===== src/rtl/axis_pkt_gen_pkg.sv =====
// Shared types and constants for the AXI-Stream packet generator and its LFSR.
// Mode/state encodings, LFSR polynomial, and the single-step LFSR function.
package axis_pkt_gen_pkg;

    typedef enum logic [1:0] {
        MODE_RAMP  = 2'd0,
        MODE_LFSR  = 2'd1,
        MODE_CONST = 2'd2,
        MODE_RSVD  = 2'd3
    } mode_e;

    typedef logic [1:0] state_t;

    localparam state_t ST_IDLE = 2'd0;
    localparam state_t ST_SEND = 2'd1;
    localparam state_t ST_GAP  = 2'd2;

    localparam int LFSR_W = 32;

    // Right-shift Galois taps for x^32 + x^22 + x^2 + x + 1 (bit = exponent - 1).
    localparam logic [LFSR_W-1:0] LFSR_TAPS = 32'h8020_0003;

    function automatic logic [LFSR_W-1:0] lfsr_step(input logic [LFSR_W-1:0] s);
        return (s >> 1) ^ (s[0] ? LFSR_TAPS : '0);
    endfunction

endpackage


===== src/rtl/axis_lfsr32.sv =====
// 32-bit Galois LFSR with synchronous load and advance enable; exposes current and next state.
// Load wins over enable; one step per enabled cycle, no backpressure of its own.
module axis_lfsr32
    import axis_pkt_gen_pkg::*;
#(
    parameter logic [LFSR_W-1:0] RESET_VAL = 32'hACE1_0001
) (
    input  logic              clk,
    input  logic              reset_n,
    input  logic              load,
    input  logic [LFSR_W-1:0] seed,
    input  logic              enable,
    output logic [LFSR_W-1:0] state,
    output logic [LFSR_W-1:0] state_next
);

    assign state_next = lfsr_step(state);

    always_ff @(posedge clk) begin
        if (!reset_n) begin
            state <= RESET_VAL;
        end else if (load) begin
            state <= seed;
        end else if (enable) begin
            state <= state_next;
        end
    end

endmodule


===== src/rtl/axis_pkt_gen.sv =====
// AXI-Stream traffic source (ramp / LFSR / constant payload); all outputs registered, first beat the cycle after start.
// Holds tdata/tlast under tready backpressure; stop ends generation only at a packet boundary.
module axis_pkt_gen
    import axis_pkt_gen_pkg::*;
#(
    parameter int          DWIDTH = 64,
    parameter int          LEN_W  = 16,
    parameter int          CNT_W  = 32,
    parameter int          GAP_W  = 8,
    parameter logic [31:0] SEED   = 32'hACE1_0001
) (
    input  logic              clk,
    input  logic              reset_n,
    input  logic              start,
    input  logic              stop,
    input  logic [1:0]        mode,
    input  logic [LEN_W-1:0]  pkt_len,
    input  logic [CNT_W-1:0]  num_pkts,
    input  logic [GAP_W-1:0]  gap,
    input  logic [DWIDTH-1:0] ramp_start,
    input  logic [DWIDTH-1:0] ramp_inc,
    output logic [DWIDTH-1:0] o_tdata,
    output logic              o_tvalid,
    output logic              o_tlast,
    input  logic              i_tready,
    output logic              busy,
    output logic              done,
    output logic [CNT_W-1:0]  pkt_count
);

    localparam logic [LEN_W-1:0] ONE_L = 1;
    localparam logic [CNT_W-1:0] ONE_C = 1;
    localparam logic [GAP_W-1:0] ONE_G = 1;

    function automatic logic [DWIDTH-1:0] rep32(input logic [31:0] s);
        logic [DWIDTH-1:0] r;
        for (int i = 0; i < DWIDTH; i++) begin
            r[i] = s[i % 32];
        end
        return r;
    endfunction

    state_t            state;
    mode_e             mode_r;
    logic [LEN_W-1:0]  len_m1;
    logic [LEN_W-1:0]  beat_cnt;
    logic [CNT_W-1:0]  num_r;
    logic [GAP_W-1:0]  gap_r;
    logic [GAP_W-1:0]  gap_cnt;
    logic [DWIDTH-1:0] base_r;
    logic [DWIDTH-1:0] inc_r;
    logic [DWIDTH-1:0] acc;
    logic              stop_seen;

    logic              accept;
    logic              last_pkt;
    logic              end_req;
    logic [LEN_W-1:0]  len_first;
    logic [DWIDTH-1:0] start_dat;
    logic [DWIDTH-1:0] next_dat;
    logic [DWIDTH-1:0] first_now;
    logic [DWIDTH-1:0] first_gap;

    logic [31:0]       lfsr_q;
    logic [31:0]       lfsr_nx;

    axis_lfsr32 #(
        .RESET_VAL (SEED)
    ) u_lfsr (
        .clk        (clk),
        .reset_n    (reset_n),
        .load       (state == ST_IDLE && start),
        .seed       (SEED),
        .enable     (accept),
        .state      (lfsr_q),
        .state_next (lfsr_nx)
    );

    assign accept    = (state == ST_SEND) && o_tvalid && i_tready;
    assign last_pkt  = (num_r != '0) && (pkt_count + ONE_C == num_r);
    assign end_req   = stop_seen || stop;
    assign len_first = (pkt_len == '0) ? '0 : pkt_len - ONE_L;
    assign start_dat = (mode == MODE_LFSR) ? rep32(SEED) : ramp_start;

    // first_now: opening beat when the next packet follows a tlast handshake
    // directly (LFSR steps on that same edge); first_gap: opening beat after GAP.
    always_comb begin
        next_dat  = base_r;
        first_now = base_r;
        first_gap = base_r;
        case (mode_r)
            MODE_LFSR: begin
                next_dat  = rep32(lfsr_nx);
                first_now = rep32(lfsr_nx);
                first_gap = rep32(lfsr_q);
            end
            MODE_CONST: begin
                next_dat = base_r;
            end
            default: begin
                next_dat = acc;
            end
        endcase
    end

    always_ff @(posedge clk) begin
        if (!reset_n) begin
            state     <= ST_IDLE;
            mode_r    <= MODE_RAMP;
            len_m1    <= '0;
            beat_cnt  <= '0;
            num_r     <= '0;
            gap_r     <= '0;
            gap_cnt   <= '0;
            base_r    <= '0;
            inc_r     <= '0;
            acc       <= '0;
            stop_seen <= 1'b0;
            o_tdata   <= '0;
            o_tvalid  <= 1'b0;
            o_tlast   <= 1'b0;
            busy      <= 1'b0;
            done      <= 1'b0;
            pkt_count <= '0;
        end else begin
            done <= 1'b0;
            if (state != ST_IDLE && stop) begin
                stop_seen <= 1'b1;
            end

            case (state)
                ST_IDLE: begin
                    if (start) begin
                        state     <= ST_SEND;
                        mode_r    <= (mode == MODE_RSVD) ? MODE_RAMP : mode_e'(mode);
                        len_m1    <= len_first;
                        num_r     <= num_pkts;
                        gap_r     <= gap;
                        base_r    <= ramp_start;
                        inc_r     <= ramp_inc;
                        acc       <= ramp_start + ramp_inc;
                        beat_cnt  <= '0;
                        stop_seen <= 1'b0;
                        pkt_count <= '0;
                        busy      <= 1'b1;
                        o_tvalid  <= 1'b1;
                        o_tlast   <= (len_first == '0);
                        o_tdata   <= start_dat;
                    end
                end

                ST_SEND: begin
                    if (accept) begin
                        if (o_tlast) begin
                            pkt_count <= pkt_count + ONE_C;
                            beat_cnt  <= '0;
                            acc       <= base_r + inc_r;
                            if (last_pkt || end_req) begin
                                state    <= ST_IDLE;
                                busy     <= 1'b0;
                                done     <= 1'b1;
                                o_tvalid <= 1'b0;
                                o_tlast  <= 1'b0;
                            end else if (gap_r != '0) begin
                                state    <= ST_GAP;
                                gap_cnt  <= gap_r;
                                o_tvalid <= 1'b0;
                                o_tlast  <= 1'b0;
                            end else begin
                                o_tdata  <= first_now;
                                o_tlast  <= (len_m1 == '0);
                            end
                        end else begin
                            beat_cnt <= beat_cnt + ONE_L;
                            o_tlast  <= (beat_cnt + ONE_L == len_m1);
                            o_tdata  <= next_dat;
                            acc      <= acc + inc_r;
                        end
                    end
                end

                ST_GAP: begin
                    if (end_req) begin
                        state <= ST_IDLE;
                        busy  <= 1'b0;
                        done  <= 1'b1;
                    end else if (gap_cnt == ONE_G) begin
                        state    <= ST_SEND;
                        o_tvalid <= 1'b1;
                        o_tlast  <= (len_m1 == '0);
                        o_tdata  <= first_gap;
                    end else begin
                        gap_cnt <= gap_cnt - ONE_G;
                    end
                end

                default: begin
                    state <= ST_IDLE;
                end
            endcase
        end
    end

endmodule


===== config.mk =====
export PLATFORM = sky130hd
export DESIGN_NAME = axis_pkt_gen
export DESIGN_NICKNAME = d
export VERILOG_FILES = /design/src/rtl/axis_pkt_gen_pkg.sv /design/src/rtl/axis_lfsr32.sv /design/src/rtl/axis_pkt_gen.sv
export SDC_FILE = /design/constraint.sdc
export NUM_CORES = 1
export LEC_CHECK = 0
export BUFFER_PORTS_ARGS = -buffer_cell sky130_fd_sc_hd__buf_2
export CORE_MARGIN = 3
export CORE_UTILIZATION = 25
export CTS_BUF_LIST = sky130_fd_sc_hd__clkbuf_8
export DETAILED_ROUTE_END_ITERATION = 6
export MAX_ROUTING_LAYER = met4
export SLEW_MARGIN = 20
export SYNTH_ARGS = -nofsm -noshare
export SYNTH_HDL_FRONTEND = slang
export SYNTH_SLANG_ARGS = --single-unit

===== constraint.sdc =====
create_clock -name clk -period 12.6 [get_ports clk]
set_input_delay 1.89 -clock clk [delete_from_list [all_inputs] [get_ports clk]]
set_output_delay 1.89 -clock clk [all_outputs]
set_load 0.05 [all_outputs]

# After elaboration in Yosys (flattened, before gate mapping)
# Cells that the tools add are included.
[op_classes]
add_sub_neg = 7
mux = 71
eq_ne = 23
bitwise_logic = 2
n_reduce_logical = 27
[op_table]
columns = ["cell", "n"]
rows = [
  ["64-bit two-way mux", 13],
  ["64-bit case mux with 2 select lines", 2],
  ["64-bit adder", 3],
  ["64-bit case mux with 3 select lines", 1],
  ["32-bit two-way mux", 4],
  ["16-bit two-way mux", 4],
  ["32-bit case mux with 2 select lines", 1],
  ["16-bit logical NOT", 3],
  ["8-bit two-way mux", 6],
  ["32-bit by 1-bit adder with 32-bit output (second input constant)", 1],
  ["32-bit equality test", 1],
  ["16-bit case mux with 2 select lines", 1],
  ["32-bit nonzero test", 1],
  ["31-bit by 32-bit bitwise XOR with 32-bit output", 1],
  ["1-bit two-way mux", 25],
  ["7-bit AND reduction", 3],
  ["16-bit by 1-bit adder with 16-bit output (second input constant)", 1],
  ["16-bit equality test", 1],
  ["2-bit two-way mux", 8],
  ["2-bit inequality test (second input constant)", 8],
  ["8-bit case mux with 2 select lines", 1],
  ["16-bit by 1-bit subtractor with 16-bit output (second input constant)", 1],
  ["5-bit AND reduction", 2],
  ["3-bit inequality test (second input constant)", 3],
  ["21 further kinds", 35],
]
[word_totals]
ff_bits = 409
inputBits = 191

# Longest topological paths before layout
# Gate-level depths: netlist of the first run.
[logic_depth]
ltp_word = 8
mapped_depth = 17
ltp_nobuf = 15

# Cells and area by module
# Synthesis of the first run repeated with hierarchy kept, for this count alone.
[hier_totals]
cells_unflattened = 3924
hier_area_um2 = 28989.1
[by_module_without_submodules]
columns = ["module", "area_per_inst_um2", "cells_each", "instances", "seq_area_each_um2"]
rows = [
  ["axis_pkt_gen", 27099.7, 3746, 1, 7547.2],
  ["axis_lfsr32", 1889.3, 178, 1, 640.6],
]

# Worst setup path after synthesis of the first run
# Ideal clock, no wire load.
[synth_timing]
kind = "input to register"
from = "input port ramp_start[1]"
to = "register acc[63]"
n_path_buf = 0
slack_ns = 8.039
arrival_time_ns = 4.502
required_ns = 12.541
path_stages = 11
setup_time_ns = 0.059
cell_sequence = "ha_1 -> a211oi_1 -> nor3_1 -> o311ai_0 -> a221oi_1 -> a211oi_1 -> o21ai_0 -> a21oi_1 -> o31a_1 -> mux2i_1 -> and3_1"
[synth_between]
elab_chain_len = 3
[synth_lines]
columns = ["item", "line", "text"]
rows = [
  ["from (decl)", "axis_pkt_gen.sv:20", "input logic [DWIDTH-1:0] ramp_start,"],
  ["64-bit adder", "axis_pkt_gen.sv:141", "acc <= ramp_start + ramp_inc;"],
  ["64-bit two-way mux", "axis_pkt_gen.sv:133", "if (start) begin"],
  ["64-bit case mux with 2 select lines", "axis_pkt_gen.sv:131", "case (state)"],
  ["to (signal assigned)", "axis_pkt_gen.sv:141", ""],
  ["to (signal assigned)", "axis_pkt_gen.sv:157", "acc <= base_r + inc_r;"],
  ["to (signal assigned)", "axis_pkt_gen.sv:177", "acc <= acc + inc_r;"],
  ["to (decl)", "axis_pkt_gen.sv:52", "logic [DWIDTH-1:0] acc;"],
]
# No other way between the ends. The select of a mux whose other input is x is not followed.
# A chain may end at the register's enable or synchronous reset.

# Worst setup path in the final report of the first run
[layout_timing]
from = "input port ramp_start[1]"
to = "register acc[55]"
# The elaborated chain is that of the path after synthesis.

==> summary.md, run 1 <==
| Metric | Value |
|---|---|
| Nets | `4068` |
| Detail Placement HPWL | `91.7 mm` |
| Slew Viols, Final | `0` |
| Power Density | `206 nW/µm²` |
| Synth cell types | `83` |
| CTS buffer count | `80` |
| Final setup margin | `6.56 ns` |
| Final wirelength | `125 mm` |
| CTS root buffer | `clkbuf_8` |
| ANT nets after route | `0` |
| Share of cells above drive strength 1 | `15.7%` |
| Setup TNS | `0 ns` |
| Worst Clk Skew | `0.0628 ns` |
| Worst Path Required | `13.23 ns` |
| H-Tree Depth | `3` |
| Max-Cap Viols | `0` |
| Slew HR | `15.3%` |
| Top cells by area, synth | `dfxtp_1 29%, a21oi_1 6.6%, ha_1 6.2%` |
| Worst-Skew Late Latency | `0.73 ns` |
| Cell area after synthesis | `27900 µm²` |
| Crit start category | `primary input` |
| Post-synthesis register bit count | `409` |
| Design area | `32300 µm²` |
| Post-synth EDFFs | `0` |
| Vias in the first global route | `27594` |
| Area Growth Syn to Fin | `15.9%` |
| Post-route DRC | `4` |
| Vias/cell | `5.62` |
| Clock slew at reported path FFs | `0.06 ns` |
| WP data arrival | `6.67 ns` |
| Via count | `29737` |
| Core footprint | `110000 µm²` |
| Post-Syn Nets | `3911` |
| Async S/R FF share, synth | `0%` |
| Worst hold margin | `0.462 ns` |
| Worst-path maximum fanout | `3` |
| Mapped Avg Cell Area | `7.78 µm²` |
| Main synth FF type | `dfxtp_1` |
| Yosys top cell area share | `29.4%` |
| Final GP Congestion | `1.01` |
| Final Critical Period | `6.04 ns` |
| Worst-Margin Slew | `1.25 ns` |
| F_max | `0.166 GHz` |
| Setup Buffers After CTS | `0` |
| Die X | `340 µm` |
| Port Buffers | `290` |
| Critical Path Source | `ramp_start[1]` |
| First-pass GRT wire length | `182 mm` |
| Initial Utilization | `25.4%` |
| Syn. warnings | `0` |
| Die height | `340 µm` |
| Outcome | `finished, violations left` |
| Placed cell areas | `30600 µm²` |
| Drt wl/cell | `23.7 µm` |
| First drt pass iteration count | `7` |
| Number of cells after detailed placement | `5132` |
| Die area | `116000 µm²` |
| Final core utilization | `29.4%` |
| Min-Delay Path Class | `flop to flop` |
| Failing checks | `design-rule violations` |
| Cell Rows | `121` |
| Post-CTS Hold Buffers | `0` |
| Largest net degree at the start of global routing | `153` |
| Worst hold start | `o_tdata[58]$_SDFFE_PN0P_` |
| Crit end category | `flop` |
| Tot GR Track Use | `21.1%` |
| Clk sinks | `409` |
| Leakage | `12.6 nW` |
| Final Non-Filler Cells | `5288` |
| Initial antenna violation count | `20` |
| Syn Inst Count | `3581` |
| Global route total overflow | `0` |
| Cell taking the most area after synthesis | `dfxtp_1` |
| Max VDD drop | `0.124 mV` |
| Post-CTS sizing | `0` |
| CTS tree | `done` |
| Post-synthesis sequential area ratio | `29.4%` |
| Setup WS pre-CTS | `6.10 ns` |
| Final period util | `47.9%` |
| CTS Buffer Depth | `3` |
| Final setup viols | `0` |
| Detailed router's first-iteration violation count | `3234` |
| Total Power | `6.64 mW` |
| Unrepaired setup endpoints after global routing | `no` |
| CP Class | `primary input to flop` |
| # IOs | `291` |
| Fin. Hold Viols | `0` |
| Reg2Reg Launch Point | `pkt_count[0]$_SDFFE_PN0P_` |
==> cells in the final DEF, fill, tap and decap left out, types with 21 or more instances in the layout <==
| master | n |
|---|---|
| xor2_1 | 66 |
| a21oi_1 | 364 |
| nor3_1 | 73 |
| o21bai_1 | 33 |
| nand3_1 | 106 |
| nand2_1 | 357 |
| xnor2_1 | 124 |
| nor4_1 | 31 |
| a21o_1 | 52 |
| buf_2 | 293 |
| a211oi_2 | 46 |
| a31oi_1 | 27 |
| nand4_1 | 46 |
| a22o_1 | 167 |
| and3_1 | 25 |
| buf_4 | 37 |
| mux2i_1 | 25 |
| o21a_1 | 21 |
| o211ai_1 | 54 |
| clkbuf_8 | 99 |
| o22ai_1 | 57 |
| a211oi_1 | 53 |
| a221oi_1 | 31 |
| nor2_1 | 315 |
| o21ai_0 | 274 |
| mux2_2 | 61 |
| inv_1 | 94 |
| ha_1 | 132 |
| dfxtp_1 | 408 |
| a22oi_1 | 55 |
==> registers in the layout, summed over array words and instances (netlist names), 2 cells and up <==
signal / count
acc: 64
base_r: 64
beat_cnt: 16
gap_cnt: 8
gap_r: 8
inc_r: 64
len_m1: 16
mode_r: 2
num_r: 32
o_tdata: 64
pkt_count: 32
state: 2
u_lfsr.state: 32
==> cell type report <==
| type | count | area [µm²] |
|---|---|---|
| clock inverter | 44 | 307 |
| tap | 1476 | 1850 |
| fill | 11878 | 77500 |
| multi-input combinational | 2844 | 18500 |
| timing repair buffer | 332 | 1790 |
| clock buffer | 99 | 1360 |
| inverter | 71 | 273 |
| antenna | 13 | 32.5 |
| sequential | 409 | 8190 |
==> where the power goes <==
part / internal [mW] / total [mW] / switching, mW
clock network: 0.777 / 1.45 / 0.673
registers: 1.58 / 1.90 / 0.322
logic: 1.06 / 3.29 / 2.23
==> worst paths after layout <==
kind              depth (start not counted)                       end  slack (ns)
setup reg to reg                         12  o_tdata[18]$_SDFFE_PN0P_        6.78
hold reg to reg                           2  o_tdata[58]$_SDFFE_PN0P_        0.46
hold / removal                            2  o_tdata[58]$_SDFFE_PN0P_        0.46
setup / recovery                         12      acc[55]$_SDFFE_PN0P_        6.56
==> synthesized netlist by cell type (13+ instances only) <==
library cell and number:
and3_1 25, a221oi_1 31, a31oi_1 27, dfxtp_1 409, nor2_1 319, nor3_1 73
a211oi_1 53, a21o_1 52, mux2_2 61, a22o_1 167, clkbuf_1 218, a221o_1 13
inv_1 68, nor2b_1 18, o22ai_1 57, ha_1 137, nand3_1 106, a22oi_1 55
xnor2_1 124, nor4_1 31, nand4_1 46, nand2_1 357, o21ai_0 275, or3_1 20
o211ai_1 54, nand2b_1 14, a21oi_1 366, o31ai_1 14, a211oi_2 46, mux2i_1 25
xor2_1 66, buf_1 15, o21bai_1 33, buf_2 17, o21a_1 21
==> layer usage <==
metal,up-vias,track usage (%),share of wire [%]
met2,1491,31.8,44
met4,0,8.10,4.0
met1,14294,28.0,43
met3,262,4.04,9.3
met5,-,-,0
li1,13690,-,-
==> cell families (layout without fill, tap and decap cells) <==
logic type	Yosys count	count (layout)	synth area share (%)
compound gates	1354	1354	32.7
simple gates	1075	1075	17.7
flops	409	409	29.4
buf+inv	328	546	4.67
xor+xnor	190	190	5.97
fa+ha+maj	139	139	6.29
mux	86	86	3.36
other cells	0	13	0
==> critical path, stage by stage <==
cell and delay (ns):
buf_2 0.12, ha_1 0.30, a211oi_1 0.39, nor3_1 0.17
o311ai_0 1.08, a221oi_1 0.46, a211oi_1 0.83, o21ai_0 0.49
a31oi_1 0.47, xnor2_1 0.17, o221ai_1 0.12, a21oi_1 0.16
(Power assumes the default switching activity.)
==> run 2, diff against run 1 <==
clock period = 5.43 ns   (was 12.6 ns; I/O delays follow)
==> run 2 against run 1 <==
The run now ends clean. Sequential cell count is the same. Wire length grew 0.13%. Combinational power up 140%. Non-clock buffer count increased by 9. Power rose by 140%. Sequential power grew 130%. Final area up 0.67%. Die area did not move.
==> summary.md, run 2 (same netlist as run 1, synthesis figures left out) <==
| Metric | Value |
|---|---|
| Drt wl/cell | `23.6 µm` |
| Post-CTS sizing | `0` |
| CTS root buffer | `clkbuf_8` |
| Most common cell after layout, fill and taps aside | `dfxtp_1` |
| First drt pass iteration count | `6` |
| Max VDD drop | `0.418 mV` |
| Worst hold margin | `0.314 ns` |
| Initial antenna violation count | `15` |
| Setup TNS | `0 ns` |
| CP cell instances | `mux2_2 -> ha_1 -> a21oi_1 -> nor2_1 -> o31ai_1 -> nand3_1 -> a32oi_1 -> a21oi_1 -> o221ai_1 -> o22ai_1 -> or3_1 -> a21oi_1` |
| Nets | `4077` |
| Final period util | `86.8%` |
| Via count | `29708` |
| Die X | `340 µm` |
| Vias/cell | `5.60` |
| CTS tree | `done` |
| Slew HR | `21.5%` |
| H-Tree Depth | `3` |
| Port Buffers | `290` |
| Max-Cap Viols | `0` |
| # fillers | `11723` |
| Worst-path maximum fanout | `34` |
| Fin. Hold Viols | `0` |
| Die height | `340 µm` |
| # IOs | `291` |
| CP Class | `flop to flop` |
| CTS buffer count | `80` |
| First-pass GRT wire length | `182 mm` |
| Area Growth Syn to Fin | `16.7%` |
| Crit end category | `flop` |
| Initial Utilization | `25.4%` |
| Commonest non-fill, non-tap cells in the layout | `408 x dfxtp_1, 364 x a21oi_1, 357 x nand2_1, 314 x nor2_1, 290 x buf_2` |
| Clk sinks | `409` |
| Slew Viols, Final | `0` |
| Detailed router's first-iteration violation count | `3317` |
| CP peak stage delay | `0.70 ns` |
| Worst Path Required | `6.09 ns` |
| Min-Delay Path Class | `primary input to flop` |
| Die area | `116000 µm²` |
| ANT nets after route | `0` |
| Worst Clk Skew | `0.0549 ns` |
| Cell Rows | `121` |
| Register area | `8190 µm²` |
| Post-CTS Hold Buffers | `0` |
| Clock slew at reported path FFs | `0.06 ns` |
| Vias in the first global route | `27579` |
| Global route total overflow | `0` |
| Final setup margin | `0.716 ns` |
| Outcome | `finished, final reports clean` |
| Area of the multi-input gates | `18500 µm²` |
| Share of cells above drive strength 1 | `16.2%` |
| Largest net degree at the start of global routing | `170` |
| Core footprint | `110000 µm²` |
| R2R setup slack | `0.72 ns` |
| Leakage | `12.7 nW` |
| Final setup viols | `0` |
| Power Density | `482 nW/µm²` |
| Final Critical Period | `4.71 ns` |
| Setup WS pre-CTS | `0.373 ns` |
| Tot GR Track Use | `21.2%` |
| Total Power | `15.7 mW` |
| Post-route DRC | `0` |
| Worst-Skew Late Latency | `0.73 ns` |
| CTS Buffer Depth | `3` |
| Final wirelength | `125 mm` |
| Detail Placement HPWL | `91.9 mm` |
| CP dominant cell by count | `a21oi_1` |
| Final GP Congestion | `0.995` |
| Worst-Margin Slew | `1.18 ns` |
| Unrepaired setup endpoints after global routing | `no` |
| CP max stage cell | `dfxtp_4` |
| F_max | `0.212 GHz` |
| Crit start category | `flop` |
| WP data arrival | `5.37 ns` |
| Setup Buffers After CTS | `0` |
==> run 2: routing by layer <==
layer	global-route usage [%]	vias up	routed length, µm	part of all wire, %
li1	-	13720	-	-
met1	28.0	14213	54400	43
met2	31.2	1488	53800	43
met3	4.69	287	11500	9.2
met4	8.92	0	5670	4.5
met5	-	-	0	0
==> run 2: layout make-up <==
class | instances | share of cell area [%]
Antenna cell | 20 | 0.154
Inverter | 71 | 0.839
Timing Repair Buffer | 341 | 5.75
Clock buffer | 103 | 4.36
Tap cell | 1476 | 5.68
Clock inverter | 41 | 1.12
Sequential cell | 409 | 25.2
Multi-Input combinational cell | 2844 | 56.9
==> run 2: stage by stage <==
stage	instances	util (%)	instance area, µm²
after floorplan	3581	-	27900
after global placement	5141	28.0	30700
after detailed placement	5141	28.0	30700
after CTS	5285	29.6	32500
after global routing	5299	29.6	32500
final	5305	29.6	32500
==> run 2: worst max-delay path: cells and delay by family (launching register included) <==
| kind | cells | cell delay, ns |
|---|---|---|
| compound gates | 7 | 2.47 |
| simple gates | 3 | 0.73 |
| flops | 1 | 0.70 |
| mux | 1 | 0.40 |
| fa+ha+maj | 1 | 0.32 |
==> run 2: worst paths after layout <==
path | startpoint | end | depth (start not counted)
setup reg to reg | o_tlast$_SDFFE_PN0P_ | acc[61]$_SDFFE_PN0P_ | 12
hold / removal | ramp_inc[53] | inc_r[53]$_SDFFE_PN0P_ | 2
setup / recovery | o_tlast$_SDFFE_PN0P_ | acc[61]$_SDFFE_PN0P_ | 12
hold reg to reg | o_tdata[63]$_SDFFE_PN0P_ | o_tdata[63]$_SDFFE_PN0P_ | 2
==> run 2: power breakdown <==
part           leakage (nW)  internal (mW)  switching (mW)
Combinational          8.33           2.49            5.33
Clock                 0.981           2.00            1.54
Sequential             3.36           3.67           0.655
Total                  12.7           8.16            7.52
